--- src/rtl/copy_sched_pkg.sv ---
// ============================================================================
// Module   : copy_sched_pkg
// Purpose  : Shared types and widths for the copy scheduler block.
// Revision : 1.0
// ============================================================================
`default_nettype none

package copy_sched_pkg;

  localparam int ADDR_W    = 32;
  localparam int LEN_W     = 16;
  localparam int TIMEOUT_W = 16;

  typedef enum logic [1:0] {
    IDLE  = 2'd0,
    ISSUE = 2'd1,
    WAIT  = 2'd2,
    CPL   = 2'd3
  } sched_state_t;

endpackage

`default_nettype wire

--- src/rtl/copy_sched_rr_arbiter.sv ---
// ============================================================================
// Module   : copy_sched_rr_arbiter
// Purpose  : Combinational round-robin pick, searching from last_grant+1.
// Revision : 1.0
// ============================================================================
`default_nettype none

module copy_sched_rr_arbiter #(
  parameter int NUM_REQ = 4,
  parameter int IDX_W   = $clog2(NUM_REQ)
) (
  input  logic [NUM_REQ-1:0] req,
  input  logic [IDX_W-1:0]   last_grant,
  input  logic               enable,
  output logic [NUM_REQ-1:0] grant,
  output logic [IDX_W-1:0]   grant_idx
);

  logic             w_found;
  logic [IDX_W-1:0] w_pos;

  always_comb begin
    grant     = '0;
    grant_idx = '0;
    w_found   = 1'b0;
    w_pos     = '0;
    for (int k = 1; k <= NUM_REQ; k++) begin
      w_pos = IDX_W'((int'(last_grant) + k) % NUM_REQ);
      if (enable && !w_found && req[w_pos]) begin
        w_found      = 1'b1;
        grant[w_pos] = 1'b1;
        grant_idx    = w_pos;
      end
    end
  end

endmodule

`default_nettype wire

--- src/rtl/copy_scheduler.sv ---
// ============================================================================
// Module   : copy_scheduler
// Purpose  : Round-robin sharing of one copy_engine among NUM_REQ requesters.
//            Optional watchdog: define COPY_SCHED_TIMEOUT_EN.
// Revision : 1.0
// ============================================================================
`default_nettype none

module copy_scheduler
  import copy_sched_pkg::*;
#(
  parameter int NUM_REQ        = 4,
  parameter int TIMEOUT_CYCLES = 65535
) (
  input  logic                       clk,
  input  logic                       rst,
  input  logic [NUM_REQ-1:0]         req_valid,
  input  logic [NUM_REQ*32-1:0]      req_src_addr,
  input  logic [NUM_REQ*32-1:0]      req_dst_addr,
  input  logic [NUM_REQ*16-1:0]      req_length,
  output logic [NUM_REQ-1:0]         req_ready,
  output logic [NUM_REQ-1:0]         cpl_valid,
  output logic                       cpl_err,
  output logic                       eng_start,
  output logic [31:0]                eng_src_addr,
  output logic [31:0]                eng_dst_addr,
  output logic [15:0]                eng_length,
  input  logic                       eng_done,
  output logic                       eng_rst,
  output logic                       busy,
  output logic [$clog2(NUM_REQ)-1:0] grant_id
);

  localparam int IDX_W = $clog2(NUM_REQ);

  sched_state_t       r_state;
  logic [IDX_W-1:0]   r_last_grant;
  logic [IDX_W-1:0]   r_grant_id;
  logic [NUM_REQ-1:0] r_owner_oh;
  logic [NUM_REQ-1:0] r_cpl_valid;
  logic [ADDR_W-1:0]  r_src;
  logic [ADDR_W-1:0]  r_dst;
  logic [LEN_W-1:0]   r_len;
  logic               r_eng_start;
  logic               r_cpl_err;
  logic               r_eng_rst;
  logic               r_busy;

  logic               w_arb_en;
  logic [NUM_REQ-1:0] w_grant;
  logic [IDX_W-1:0]   w_grant_idx;
  logic               w_any;
  logic [ADDR_W-1:0]  w_sel_src;
  logic [ADDR_W-1:0]  w_sel_dst;
  logic [LEN_W-1:0]   w_sel_len;
  logic               w_timeout;

  // Gating with rst keeps req_ready low while reset is held.
  assign w_arb_en = (r_state == IDLE) && !rst;

  copy_sched_rr_arbiter #(
    .NUM_REQ (NUM_REQ),
    .IDX_W   (IDX_W)
  ) u_arb (
    .req        (req_valid),
    .last_grant (r_last_grant),
    .enable     (w_arb_en),
    .grant      (w_grant),
    .grant_idx  (w_grant_idx)
  );

  assign w_any     = |w_grant;
  assign w_sel_src = req_src_addr[w_grant_idx*ADDR_W +: ADDR_W];
  assign w_sel_dst = req_dst_addr[w_grant_idx*ADDR_W +: ADDR_W];
  assign w_sel_len = req_length[w_grant_idx*LEN_W +: LEN_W];

`ifdef COPY_SCHED_TIMEOUT_EN
  logic [TIMEOUT_W-1:0] r_timer;

  always_ff @(posedge clk) begin
    if (rst) begin
      r_timer <= '0;
    end else if (r_state == ISSUE) begin
      r_timer <= '0;
    end else if (r_state == WAIT) begin
      r_timer <= r_timer + 1'b1;
    end
  end

  assign w_timeout = (r_state == WAIT) && (r_timer == TIMEOUT_W'(TIMEOUT_CYCLES));
`else
  logic w_unused_timeout;
  assign w_unused_timeout = (TIMEOUT_CYCLES == 0);
  assign w_timeout        = 1'b0;
`endif

  always_ff @(posedge clk) begin
    if (rst) begin
      r_state      <= IDLE;
      r_last_grant <= IDX_W'(NUM_REQ - 1);
      r_grant_id   <= '0;
      r_owner_oh   <= '0;
      r_cpl_valid  <= '0;
      r_src        <= '0;
      r_dst        <= '0;
      r_len        <= '0;
      r_eng_start  <= 1'b0;
      r_cpl_err    <= 1'b0;
      r_eng_rst    <= 1'b0;
      r_busy       <= 1'b0;
    end else begin
      r_eng_start <= 1'b0;
      r_cpl_valid <= '0;
      r_cpl_err   <= 1'b0;
      r_eng_rst   <= 1'b0;
      case (r_state)
        IDLE: begin
          if (w_any) begin
            r_last_grant <= w_grant_idx;
            r_grant_id   <= w_grant_idx;
            r_owner_oh   <= w_grant;
            r_src        <= w_sel_src;
            r_dst        <= w_sel_dst;
            r_len        <= w_sel_len;
            r_busy       <= 1'b1;
            if (w_sel_len == '0) begin
              r_state     <= CPL;
              r_cpl_valid <= w_grant;
            end else begin
              r_state     <= ISSUE;
              r_eng_start <= 1'b1;
            end
          end
        end
        ISSUE: begin
          r_state <= WAIT;
        end
        WAIT: begin
          // A done pulse on the limit cycle takes priority over the watchdog.
          if (eng_done) begin
            r_state     <= CPL;
            r_cpl_valid <= r_owner_oh;
          end else if (w_timeout) begin
            r_state     <= CPL;
            r_cpl_valid <= r_owner_oh;
            r_cpl_err   <= 1'b1;
            r_eng_rst   <= 1'b1;
          end
        end
        CPL: begin
          r_state <= IDLE;
          r_busy  <= 1'b0;
        end
        default: begin
          r_state <= IDLE;
          r_busy  <= 1'b0;
        end
      endcase
    end
  end

  assign req_ready    = w_grant;
  assign cpl_valid    = r_cpl_valid;
  assign cpl_err      = r_cpl_err;
  assign eng_start    = r_eng_start;
  assign eng_src_addr = r_src;
  assign eng_dst_addr = r_dst;
  assign eng_length   = r_len;
  assign eng_rst      = r_eng_rst;
  assign busy         = r_busy;
  assign grant_id     = r_grant_id;

endmodule

`default_nettype wire
--- config.mk ---
export PLATFORM = sky130hd
export DESIGN_NAME = copy_scheduler
export DESIGN_NICKNAME = d
export VERILOG_FILES = /design/src/rtl/copy_sched_pkg.sv /design/src/rtl/copy_sched_rr_arbiter.sv /design/src/rtl/copy_scheduler.sv
export SDC_FILE = /design/constraint.sdc
export NUM_CORES = 1
export LEC_CHECK = 0
export CORE_AREA = 2 2 163 165
export DETAILED_ROUTE_END_ITERATION = 10
export DIE_AREA = 0 0 165 167
export MAX_ROUTING_LAYER = met4
export PLACE_DENSITY = 0.69
export SLEW_MARGIN = 20
export SYNTH_ARGS = -nofsm -noshare
export SYNTH_HDL_FRONTEND = slang
export SYNTH_SLANG_ARGS = --single-unit
--- constraint.sdc ---
create_clock -name clk -period 3.6 [get_ports clk]
set_input_delay 0.72 -clock clk [delete_from_list [all_inputs] [get_ports clk]]
set_output_delay 0.72 -clock clk [all_outputs]
set_load 0.02 [all_outputs]
==> results of run 1 <==
-- state kept, by name (all words and copies together), names as in the netlist --
signal        count
r_owner_oh        4
eng_src_addr     32
r_last_grant      2
grant_id          2
eng_dst_addr     32
r_state           2
eng_length       16
eng_start         1
busy              1
cpl_valid         4
-- cell usage in the layout (no fill, tap or decap), types with 3 or more instances in the layout --
cell and instances:
clkdlybuf4s50_1 409, nand2_1 359, nand3_1 192, dfxtp_1 96, a21oi_1 87, buf_4 53, nor2_1 13, mux4_2 12
ha_1 12, inv_1 10, clkbuf_16 9, buf_12 9, mux4_1 8, o21ai_1 6, and2_4 4, mux2i_1 4
and2_1 4, dlymetal6s2s_1 4, a21o_1 3, nor4_4 3, nor3_1 3, nor3b_1 3, a211oi_1 3, a221o_1 3
-- worst max-delay path, stage by stage (launching register included) --
cell and delay (ns):
dfxtp_1 0.34, inv_1 0.09, ha_1 0.40, mux4_2 0.27
buf_4 0.10, nor2b_2 0.04, o211ai_1 0.48, and2_4 0.34
buf_4 0.14, mux4_2 0.54, nor4_1 0.22, nand4_1 0.15
buf_4 0.19, o21ai_1 0.12
-- metal layers --
layer | vias up | wire length (um) | GRT usage | part of all wire
li1 | 3968 | - | - | -
met1 | 3697 | 11400 | 0.226 | 0.40
met2 | 339 | 14200 | 0.343 | 0.50
met3 | 38 | 2070 | 0.0399 | 0.073
met4 | 0 | 682 | 0.0684 | 0.024
met5 | - | 0 | - | 0
-- area by class of cell --
| class | instances | area [um^2] | share of cell area |
|---|---|---|---|
| clock buffers | 10 | 239 | 0.0209 |
| diodes | 1 | 2.50 | 0.000219 |
| clock inverters | 6 | 91.3 | 0.00799 |
| inverters | 10 | 37.5 | 0.00328 |
| repair buffers | 479 | 4750 | 0.416 |
| well taps | 335 | 419 | 0.0367 |
| multi-input cells | 747 | 3970 | 0.347 |
| flip-flops and latches | 96 | 1920 | 0.168 |
-- worst max path at each step --
stage                    start            to  cells past startpoint
2_1_floorplan  r_last_grant[0]     eng_start                     12
3_3_place_gp      req_valid[0]  req_ready[2]                      7
3_5_place_dp      req_valid[1]    r_state[1]                     11
4_1_cts           req_valid[0]  req_ready[2]                      7
5_1_grt        r_last_grant[0]  cpl_valid[0]                     13
6_report       r_last_grant[0]    r_state[1]                     13
-- metrics by stage --
stage	power, mW	hold slack (ns)	TNS (ns)	setup WS (ns)	instance area, um^2
6_report	8.61	0.450	0	0.110	11400
5_1_grt	9.24	0.468	-0.0585	-0.0267	11400
4_1_cts	8.60	0.453	0	0.000718	11300
3_5_place_dp	7.46	0.442	-19.43	-0.379	11000
3_3_place_gp	7.40	0.437	-15.49	-0.323	11000
2_1_floorplan	4.92	0.430	0	0.180	6220
-- kinds of logic after synthesis --
| logic type | count (synthesis) | synth area share |
|---|---|---|
| other cells | 1 | 0.000603 |
| buf+inv | 88 | 0.0630 |
| compound gates | 112 | 0.0994 |
| mux | 26 | 0.0931 |
| flops | 96 | 0.309 |
| fa+ha+maj | 12 | 0.0241 |
| simple gates | 592 | 0.411 |
-- synth_stat cells (all sizes together) (5+ instances only) --
library cell,n
buf,34
mux4,20
and2,5
nor4,6
inv,10
nand2,360
ha,12
dfxtp,96
clkbuf,44
o21ai,7
a21oi,87
nand3,193
nor2,13
mux2i,5
-- timing repair --
action	CTS	global route
resized for setup	14	21
pin swaps	0	7
hold buffers	0	0
setup buffers	0	8
endpoints found under the setup margin	5	52
gates cloned	0	3
-- where the power goes --
part	internal (mW)	switching, mW
registers	1.55	0.242
logic	2.51	3.21
clock network	0.633	0.459
==> run summary, run 1 <==
The logs give 4.54 nW for the reported leakage power and 927 for the synthesized instance count. The final number of max-transition violations was 0. From synthesis to final layout, the design area changed by 83.8%. For the number of antenna violations at the first check in global routing, the log shows 1. The region available for standard cell placement spans 25800 um^2.

Counting the buffers created by CTS gives 9. For the finished layout, the period the worst path requires is 3.49 ns. In this run the mean area of a mapped cell was 6.71 um^2. The wire-length estimate of the detail-placed layout is 21200 um. Endpoint of the worst hold-timing path: eng_src_addr[1]. The startpoint identified for the worst hold timing path is eng_src_addr[1]. The total standard cell area after synthesis was 6220 um^2; the clock latency on the worst-skew pair was 0.36 ns. In this run the worst path has a maximum fanout of 5. The violation count after the first detailed-route iteration is 419, and the final core utilization is 0.444.

The tools report the total instance count after detailed placement as 1656. The areal power density over the cells is 753 nW/um^2, and the global-route wire length before repair is 41000 um. The worst setup path is launched from a register. The final cell count without fillers came out at 1684.

The worst setup path is captured at a register. In the synthesized netlist the dominant register cell turns out to be dfxtp_1. The floorplan step defined a die boundary enclosing 27600 um^2. Yosys printed 0 warnings. Across the VDD grid, the largest voltage drop is 0.546 mV. After detailed routing, the average wire length per cell comes to 16.8 um. The root buffer selected by CTS was clkbuf_16. Logic depth of the worst register-to-register path: 13.

The initial core utilization was 0.241; the fraction of final layout cells sized beyond drive strength 1 was 0.0809. The count of boundary I/O pins is 421. The tool flagged a number of max-cap violations equal to 0. Path type of the worst min-delay path: register to register. The post-synthesis sequential area ratio was 0.309. Yosys mapped a number of flops with a built-in enable equal to 0. The headroom to the max-slew limit is 0.392.

For the via count of the first global-routing pass, the log shows 7596. In the routed layout, each cell is associated on average with a via count of 4.78. From bottom edge to top edge, the die measures 167 um. The worst hold path passes through 2 cells. The run gives 0 as the number of hold violations in the final report. The number of detailed-routing iterations run before antenna repair was 5; the number of fill cells was 2663. Reg-to-reg endpoint: r_state[1]. Global routing finished with a remaining overflow of 0. Once detail routing completed, the nets flagged for antenna violations numbered 0. The tools report the routed wire length as 28300 um. The number of nets in the layout was 1682. The fmax was 287 MHz. Sorting the synthesized cells by area gives the leading types as dfxtp_1, nand2_1, nand3_1.

The longest clock path from root to sink contains 2 buffers. The count of buffers added on input and output ports is 418. The flip-flop and latch count after synthesis was 96; the placer congestion estimate was 0.872. Setup violations remaining at the end of the flow were counted as 0. Detailed routing inserted a total of 8042 vias.

The H-tree was split into 3 levels. Row generation in the floorplan step produced 59 rows. For this design, the sink count on the clock tree is 96.

The flow ran to the end, and the final reports show no timing, DRC or antenna violations. The data arrival time of the critical path was 3.78 ns; the horizontal die dimension was 165 um. For the maximum number of pins on one net before global-route repair, the log shows 82. The number of different library cells used by synthesis comes to 42. The tools report the startpoint of the most critical register-to-register path as r_last_grant[0]. TritonCTS built the clock tree. The overall global routing resource usage was 0.198; the clock edge transition at the registers on the reported setup and hold paths was 0.08 ns. The critical path class is register to register.

The worst setup slack for register-to-register paths is 0.11 ns, and the period utilization is 0.970. Data on the critical path is required at its endpoint by 3.89 ns. In the routed design, unresolved DRC markers number 0.

At the pin with the least slew margin, the transition time is 0.912 ns. The post-route clock skew was 0.0106 ns; the proportion of netlist area held by the largest area contributor was 0.309. The synthesized design spends more area on one cell type than any other, namely dfxtp_1.

The post-synthesis async set-or-reset flop share works out to 0.
(Power assumes the default switching activity.)
==> run 2, diff against run 1 <==
==> constraint.sdc (replaced) <==
create_clock -name clk -period 3.6 [get_ports clk]
set_input_delay 0.72 -clock clk [delete_from_list [all_inputs] [get_ports clk]]
set_output_delay 0.72 -clock clk [all_outputs]
set_load 0.01 [all_outputs]
==> run summary, run 2 (synthesized netlist as in run 1, its figures left out) <==
The area enclosed by the die boundary is 27600 um^2 (unchanged), and the headroom to the max-slew limit is 0.391 (was 0.392). For the routed wire length, the log shows 28100 um (was 28300 um). For the reported leakage power, the log shows 4.48 nW (was 4.54 nW).

Detailed-route wire length per cell: 16.8 um (about the same). The run finished with clean final reports. The logs give 421 (unchanged) for the count of boundary I/O pins and 4 (was 5) for the number of detailed-routing iterations run before antenna repair. The post-placement cell area was 11000 um^2 (about the same); the area inside the core boundary was 25800 um^2 (unchanged). The final number of max-transition violations came out at 0 (unchanged). The worst-path maximum fanout came out at 4 (was 5).

The die span in y was 167 um (unchanged). Critical path class: input port to output pin (was register to register). For the number of antenna-violating nets in the routed design, the log shows 0 (unchanged). The root buffer selected by CTS is clkbuf_16 (unchanged). The violation count after the first detailed-route iteration is 385 (was 419), and the number of H-tree levels is 3 (unchanged). The tools report the DRC violation count after routing as 0 (unchanged). The run gives 21300 um (was 21200 um) as the detailed-placement wirelength estimate. The maximum number of pins on one net before global-route repair is 82 (unchanged), and the global-route wire length before repair is 40400 um (was 41000 um).

The number of hold violations in the final report was 0 (unchanged). The total via count after detailed routing was 8003 (was 8042); the initial core utilization was 0.241 (unchanged). The overall global routing resource usage is 0.195 (was 0.198), and the endpoint required time on the critical path is 2.88 ns (was 3.89 ns). Final cell count without fillers: 1671 (was 1684). The fraction of final layout cells sized beyond drive strength 1 works out to 0.0696 (was 0.0809). The logs give 0.872 (about the same) for the placer congestion estimate and 2.78 ns (was 3.78 ns) for the data arrival time of the critical path. The via count of the first global-routing pass was 7490 (was 7596). The horizontal die dimension is 165 um (unchanged).

The hold buffer count at CTS was 0 (unchanged); the total congestion overflow was 0 (unchanged). The number of input and output port buffers inserted was 418 (unchanged); the clock latency on the worst-skew pair was 0.36 ns (about the same). The total design power was 8.09 mW (was 8.61 mW). Areal power density over the cells: 714 nW/um^2 (was 753 nW/um^2). The number of fill cells was 2630 (was 2663).

The post-route clock skew came out at 0.0192 ns (was 0.0106 ns). The actual slew at the worst max-slew pin came out at 0.913 ns (was 0.912 ns). The period utilization works out to 0.973 (was 0.970). The antenna diode count came out at 0 (was 1). The most common cell after layout, fill and taps aside was clkdlybuf4s50_1 (unchanged). The total instance count after detailed placement is 1648 (was 1656). The worst slack on hold paths was 0.452 ns (was 0.450 ns). TritonCTS built the clock tree. The number of nets in the layout is 1670 (was 1682), and the number of antenna violations at the first check in global routing is 0 (was 1). The growth of design area from synthesis to finish works out to 82.1% (was 83.8%). The average via count per standard cell was 4.79 (was 4.78); the number of max-cap violations was 0 (unchanged).

The clock edge transition at the registers on the reported setup and hold paths is 0.08 ns (about the same), and the number of buffers created by CTS is 9 (unchanged). The count of clock tree sinks is 96 (unchanged), and the minimum period implied by the final worst setup slack is 3.50 ns (was 3.49 ns). The tools report the peak supply drop as 0.623 mV (was 0.546 mV). The type of origin of the critical path was an input port (was a register).

The count of endpoints failing setup in the final report is 0 (unchanged). The post-route standard cell area excluding fillers is 11300 um^2 (was 11400 um^2). Most used cells in the layout excluding fill and tap cells: clkdlybuf4s50_1, nand2_1, nand3_1 (unchanged).

The fmax was 285 MHz (was 287 MHz). The run gives 59 (unchanged) as the total number of placement rows. Path type of the worst min-delay path: register to register (unchanged). The number of buffers between clock root and the deepest sink came out at 2 (unchanged). The kind of end point of the critical path was an output pin (was a register).
run 2: cell types whose count changed in the layout (fill, tap and decap cells not counted), moves of 2 or more:
| cell | delta |
|---|---|
| mux4_2 | -5 |
| bufinv_16 | -2 |
| and2_4 | -3 |
| buf_2 | -2 |
| nor4_4 | -2 |
| nor4_2 | +3 |
| mux4_1 | +5 |
| dlymetal6s2s_1 | -2 |
| inv_8 | +2 |
| dlygate4sd2_1 | +6 |
| buf_4 | -11 |
run 2: worst max-delay path, stage by stage:
cell           delay, ns
dlygate4sd2_1       0.26
buf_4               0.15
mux4_2              0.49
and3b_2             0.24
and2_1              0.15
a221o_1             0.28
a21o_1              0.19
dlygate4sd2_1       0.29
run 2: power by group:
| group | leakage, nW | internal [mW] | switching [mW] | total [mW] |
|---|---|---|---|---|
| Clock | 0.144 | 0.487 | 0.493 | 0.980 |
| Sequential | 0.786 | 1.55 | 0.247 | 1.80 |
| Combinational | 3.55 | 2.47 | 2.84 | 5.31 |
run 2: final cells by class:
cell class	count	area, um^2	area share
inverter	10	37.5	0.00331
timing repair buffer	469	4690	0.414
multi-input combinational	745	3980	0.351
clock inverter	7	62.6	0.00552
sequential	96	1920	0.170
tap	335	419	0.0370
clock buffer	9	225	0.0199
run 2: what timing repair did:
| item | CTS | global route |
|---|---|---|
| pin swaps | 0 | 4 |
| gates resized for setup | 9 | 12 |
| setup endpoints to repair | 8 | 51 |
| setup buffers | 0 | 6 |
| cloned | 0 | 1 |
run 2: per-layer routing:
layer  global-route usage  up-vias  share of wire
li1                     -     3954              -
met1                0.220     3681           0.40
met2                0.338      319           0.50
met3               0.0426       49          0.072
met4               0.0688        0          0.028
met5                    -        -              0
run 2: path summary, 6_finish.rpt:
path                                         to            start  cells after the start  slack [ns]
worst min register to register  eng_src_addr[1]  eng_src_addr[1]                      2        0.45
worst max register to register     cpl_valid[0]  r_last_grant[0]                     12        0.19
worst max-delay path               req_ready[3]     req_valid[3]                      8         0.1
worst min-delay path            eng_src_addr[1]  eng_src_addr[1]                      2        0.45
run 2: through the flow:
step | TNS (ns) | setup WS, ns | util
final | 0 | 0.0954 | 0.440
after global routing | -0.0141 | -0.0141 | 0.440
after CTS | 0 | 0.00199 | 0.436
after detailed placement | -22.39 | -0.390 | 0.425
after global placement | -15.66 | -0.299 | 0.425
after floorplan | 0 | 0.180 | -
